===== src/rtl/fc_weight_sequencer.sv =====
// fc_weight_sequencer: steps the weight-memory row address across one
// fully-connected layer pass and pairs each row with its input activation.
// The weight memory has a 1-cycle registered read, so the accepted activation
// and a valid strobe are registered to line up with the returned weights.
// Optional feature macro: FC_SEQ_STALL_COUNT_EN (adds o_stall_cycles).
module fc_weight_sequencer #(
  parameter int unsigned DATA_WIDTH   = 32,
  parameter int unsigned INPUT_NODES  = 100,
  parameter int unsigned OUTPUT_NODES = 32
) (
  input  logic                  i_clk,
  input  logic                  i_reset,
  input  logic                  i_start,
  output logic                  o_busy,
  output logic                  o_done,
  input  logic [DATA_WIDTH-1:0] i_act_data,
  input  logic                  i_act_valid,
  output logic                  o_act_ready,
  output logic [10:0]           o_weight_address,
  output logic [DATA_WIDTH-1:0] o_mac_act,
  output logic                  o_mac_clear,
  output logic                  o_mac_valid,
`ifdef FC_SEQ_STALL_COUNT_EN
  output logic [15:0]           o_stall_cycles,
`endif
  output logic                  o_mac_last
);

  // Park address is one past the last row, so the memory returns zero weights.
  localparam logic [10:0] Park    = 11'(INPUT_NODES);
  localparam logic [10:0] LastRow = 11'(INPUT_NODES - 1);

  // Elaboration-time guard on the configuration; OUTPUT_NODES is informational.
  if (INPUT_NODES == 0 || INPUT_NODES > 2047 || OUTPUT_NODES == 0) begin : g_param_check
    $error("fc_weight_sequencer: illegal INPUT_NODES/OUTPUT_NODES");
  end

  typedef enum logic [2:0] {
    StIdle,
    StClear,
    StRun,
    StDrain,
    StDone
  } state_e;

  state_e                r_state;
  state_e                w_state_next;
  // During CLEAR/RUN the address register is also the row index.
  logic [10:0]           r_addr;
  logic [10:0]           w_addr_next;
  logic [DATA_WIDTH-1:0] r_mac_act;
  logic                  r_mac_valid;
  logic                  r_mac_last;
  logic                  w_handshake;
  logic                  w_last_row;

  assign w_handshake = (r_state == StRun) && i_act_valid;
  assign w_last_row  = (r_addr == LastRow);

  // State and address register.
  always_ff @(posedge i_clk or posedge i_reset) begin
    if (i_reset) begin
      r_state <= StIdle;
      r_addr  <= Park;
    end else begin
      r_state <= w_state_next;
      r_addr  <= w_addr_next;
    end
  end

  // Next-state and next-address decode.
  always_comb begin
    w_state_next = r_state;
    w_addr_next  = r_addr;
    unique case (r_state)
      StIdle: begin
        if (i_start) begin
          w_state_next = StClear;
          w_addr_next  = 11'd0;
        end
      end
      StClear: begin
        w_state_next = StRun;
      end
      StRun: begin
        if (w_handshake) begin
          // Stepping past the last row lands exactly on the park address.
          w_addr_next = r_addr + 11'd1;
          if (w_last_row) begin
            w_state_next = StDrain;
          end
        end
      end
      StDrain: begin
        w_state_next = StDone;
      end
      StDone: begin
        w_state_next = StIdle;
      end
      default: begin
        w_state_next = StIdle;
        w_addr_next  = Park;
      end
    endcase
  end

  // Activation and strobes delayed one cycle to meet the registered weights.
  always_ff @(posedge i_clk or posedge i_reset) begin
    if (i_reset) begin
      r_mac_act   <= '0;
      r_mac_valid <= 1'b0;
      r_mac_last  <= 1'b0;
    end else begin
      r_mac_valid <= w_handshake;
      r_mac_last  <= w_handshake && w_last_row;
      if (w_handshake) begin
        r_mac_act <= i_act_data;
      end
    end
  end

`ifdef FC_SEQ_STALL_COUNT_EN
  logic [15:0] r_stall;

  // Saturating count of RUN cycles with no activation offered.
  always_ff @(posedge i_clk or posedge i_reset) begin
    if (i_reset) begin
      r_stall <= 16'd0;
    end else if (r_state == StClear) begin
      r_stall <= 16'd0;
    end else if ((r_state == StRun) && !i_act_valid && (r_stall != 16'hFFFF)) begin
      r_stall <= r_stall + 16'd1;
    end
  end

  assign o_stall_cycles = r_stall;
`endif

  assign o_busy           = (r_state != StIdle);
  assign o_done           = (r_state == StDone);
  assign o_act_ready      = (r_state == StRun);
  assign o_mac_clear      = (r_state == StClear);
  assign o_weight_address = r_addr;
  assign o_mac_act        = r_mac_act;
  assign o_mac_valid      = r_mac_valid;
  assign o_mac_last       = r_mac_last;

endmodule


===== config.mk =====
export PLATFORM = sky130hd
export DESIGN_NAME = fc_weight_sequencer
export DESIGN_NICKNAME = d
export VERILOG_FILES = /design/src/rtl/fc_weight_sequencer.sv
export SDC_FILE = /design/constraint.sdc
export NUM_CORES = 1
export LEC_CHECK = 0
export BUFFER_PORTS_ARGS = -buffer_cell sky130_fd_sc_hd__clkbuf_2
export CAP_MARGIN = 30
export CELL_PAD_IN_SITES_DETAIL_PLACEMENT = 1
export CELL_PAD_IN_SITES_GLOBAL_PLACEMENT = 2
export CORE_ASPECT_RATIO = 1.25
export CORE_MARGIN = 5
export CORE_UTILIZATION = 24
export DETAILED_ROUTE_END_ITERATION = 8
export PLACE_DENSITY = 0.79
export SLEW_MARGIN = 15
export SYNTH_ARGS = -nofsm -noshare
export SYNTH_HDL_FRONTEND = slang
export SYNTH_SLANG_ARGS = --single-unit

===== constraint.sdc =====
create_clock -name i_clk -period 1.59 [get_ports i_clk]
set_input_delay 0.0795 -clock i_clk [delete_from_list [all_inputs] [get_ports i_clk]]
set_output_delay 0.0795 -clock i_clk [all_outputs]
set_load 0.1 [all_outputs]

==> impl_metrics.toml <==
[floorplanning]
core-area_um2 = 8240
start_util = 0.2449
row_count = 37
dieHeight_um = 112.5
dieArea_um2 = 10350
die_w_um = 92.02
ios = 85

[routing]
dr_total_vias = 2006
drc = 0
drtIter0Drc = 36
wl_per_cell_um = 14.14
ant_nets = 0
wl_um = 6447
avgViaCountPerCell = 4.399
drt_pre_antenna_iters = 4

[synth]
synthFlopType = "dfrtp_1"
yosysWarnings = 0
yosysTopAreaCell = "dfrtp_1"
synth-seq-area-share = 0.5970
synth-seq-cells = 48
synth_edf_count = 0
yosys.area.top_type_share = 0.5580
synth_compound_area_frac = 0.07812
synth_top_family_by_area = "simple AND/OR/NAND/NOR gates"
syn_avg_cell_area_um2 = 9.050
synthMuxAreaShare = 0
synth_adder_area_share = 0.006200
synthSimpleGateAreaFrac = 0.2852
async_reset_ff_frac = 1.000
ys_top_cells_by_area = "dfrtp_1 (56%), nand2_1 (20%), dfstp_2 (3.9%)"
synth_area_um2 = 2018
postSynthCellCount = 223
synth_xor_area_frac = 0
yosysUniqueCellTypes = 35
syn-num-nets = 260

[clock_network]
clock-root-buffer = "clkbuf_8"
tritoncts = "yes"
cts_made_buffers = 5
clk_pin_slew_ns = 0.09
htreeDepth = 2
cts_max_path_buffers = 2
clk_latency_ns = 0.29
clock_sinks = 48

[timing]
period_needed_ns = 1.571
skew_ns = 0.004905
finalSetupViolations = 0
hold_viol = 0
max_slew_margin = 0.6296
max_slew.worst_pin.slew_ns = 0.5580
clock.fmax_mhz = 636.5
fin_ws_ns = 0.01887
grt_setup_unrepaired = "yes"
finalCritPeriodShare = 0.9881
slew_violations = 0
final.setup.tns_ns = 0

[grt]
grt_start_max_net_pins = 37
antenna_found_initial = 0
gr-usage-all-layers = 0.1294
grt_pass1_wl_um = 10800
grt_pass1_vias = 2233
overflow = 0

[placed_design]
gp_congestion = 0.7717
io_buffers = 84
place_ws_ns = -0.005154
dp_hpwl_um = 4487
place_area_um2 = 2733

[cells_and_area]
final_area_um2 = 3218
diodes = 0
nets = 395
multi_input_area_um2 = 792.0
area_delta_synth_final_pct = 59.45
drive_gt1_frac = 0.3649
layout.core_utilization = 0.3905
fillCellCount = 992
register_area_um2 = 1227

[setup_path]
endpoint_kind = "flop"
crit_type = "flop to flop"
critPathArrivalTime_ns = 1.81
required_ns = 1.82
critPathLaunch = "r_state[0]"
rr_startpoint = "r_state[0]"
path_max_fanout = 5
critPathLaunchType = "flop"

[run_status]
status = "finished clean"

[job]
maxCapViolCount = 0

[worst_hold_path]
hp-class = "input pin to flop"
min_from = "i_act_valid"
## per-stage QoR
step                      hold WS (ns)  std cells
after global placement          0.1202        412
after CTS                       0.1903        454
after floorplan                 0.1849        223
after global routing            0.2104        456
after detailed placement        0.1200        412
final                           0.2090        456
## layout make-up
| type | instances | share of cell area |
|---|---|---|
| Clock buffer | 7 | 0.02683 |
| Multi-Input combinational cell | 162 | 0.2461 |
| Clock inverter | 1 | 0.002333 |
| Tap cell | 97 | 0.03771 |
| Sequential cell | 48 | 0.3814 |
| Timing Repair Buffer | 137 | 0.2955 |
| Inverter | 4 | 0.01011 |
## synth_stat cells (2+ instances only)
cell      instances
a21oi_1           5
and3_1            2
buf_4             3
clkbuf_1          5
dfrtp_1          45
dfstp_2           3
inv_1             2
nand2_1         109
nand2b_1          2
nand3_1           5
nor2_1            8
o211ai_1          2
o21ai_0           2
o21ai_1           6
o22a_1            3
or4_1             2
## final timing paths
| kind | endpoint | slack [ns] | cells past startpoint |
|---|---|---|---|
| worst max register to register | o_weight_address[10] | 0.02 | 5 |
| max in group asynchronous | o_weight_address[2] | 0.64 | 4 |
| worst max-delay path | o_weight_address[10] | 0.02 | 5 |
| worst min register to register | o_mac_act[2] | 0.47 | 2 |
| min in group asynchronous | o_mac_act[7] | 0.36 | 3 |
| worst min-delay path | o_weight_address[9] | 0.21 | 4 |
## sequential cells by signal, indices dropped and copies added (netlist names)
signal,cells
r_state,3
o_mac_last,1
o_mac_act,32
o_weight_address,11
o_mac_valid,1
## placed cells by master (no fill, tap or decap), types with 2 or more instances in the layout
cell type / synthesis / layout
nand2b_1: 2 / 2
nor2_1: 8 / 6
nor2_2: 0 / 2
o21ai_1: 6 / 6
clkbuf_2: 0 / 77
buf_4: 3 / 24
dfstp_4: 0 / 3
dlygate4sd3_1: 0 / 33
dfrtp_4: 0 / 2
or4_1: 2 / 2
o22a_1: 3 / 3
dfrtp_2: 0 / 3
nand3_1: 5 / 5
a21oi_1: 5 / 5
dfrtp_1: 45 / 40
o211ai_1: 2 / 2
and3_1: 2 / 2
nand2_1: 109 / 109
buf_12: 0 / 2
o21ai_0: 2 / 2
clkbuf_8: 0 / 6
## what timing repair did
| action | CTS | global route |
|---|---|---|
| setup buffers | 1 | 2 |
| resized for setup | 2 | 5 |
| pin swaps | 5 | 3 |
| hold endpoints to repair | 52 | 0 |
| hold buffers | 33 | 0 |
| endpoints found under the setup margin | 3 | 10 |
## kinds of logic after synthesis
kind of cell / after synthesis
AND/OR/NAND/NOR: 137
AO/OA/AOI/OAI: 24
flip-flops: 48
buffers and inverters: 13
adder cells (fa/ha/maj): 1
## critical path, cell delays in order, from the launching register on
cell,delay [ns]
dfrtp_1,0.40
or3b_4,0.44
clkinv_8,0.08
nand2_8,0.05
or4_1,0.47
nand3_1,0.08
## metal layers
| metal | track usage | part of all wire |
|---|---|---|
| met1 | 0.1460 | 0.41 |
| met2 | 0.2495 | 0.55 |
| met3 | 0.02145 | 0.034 |
| met4 | 0.03171 | 0.0050 |
| met5 | 0 | 0 |
Power is left out: the tool's default activity adds up to more than one toggle a clock period on the data nets, which glitch-free logic cannot reach.
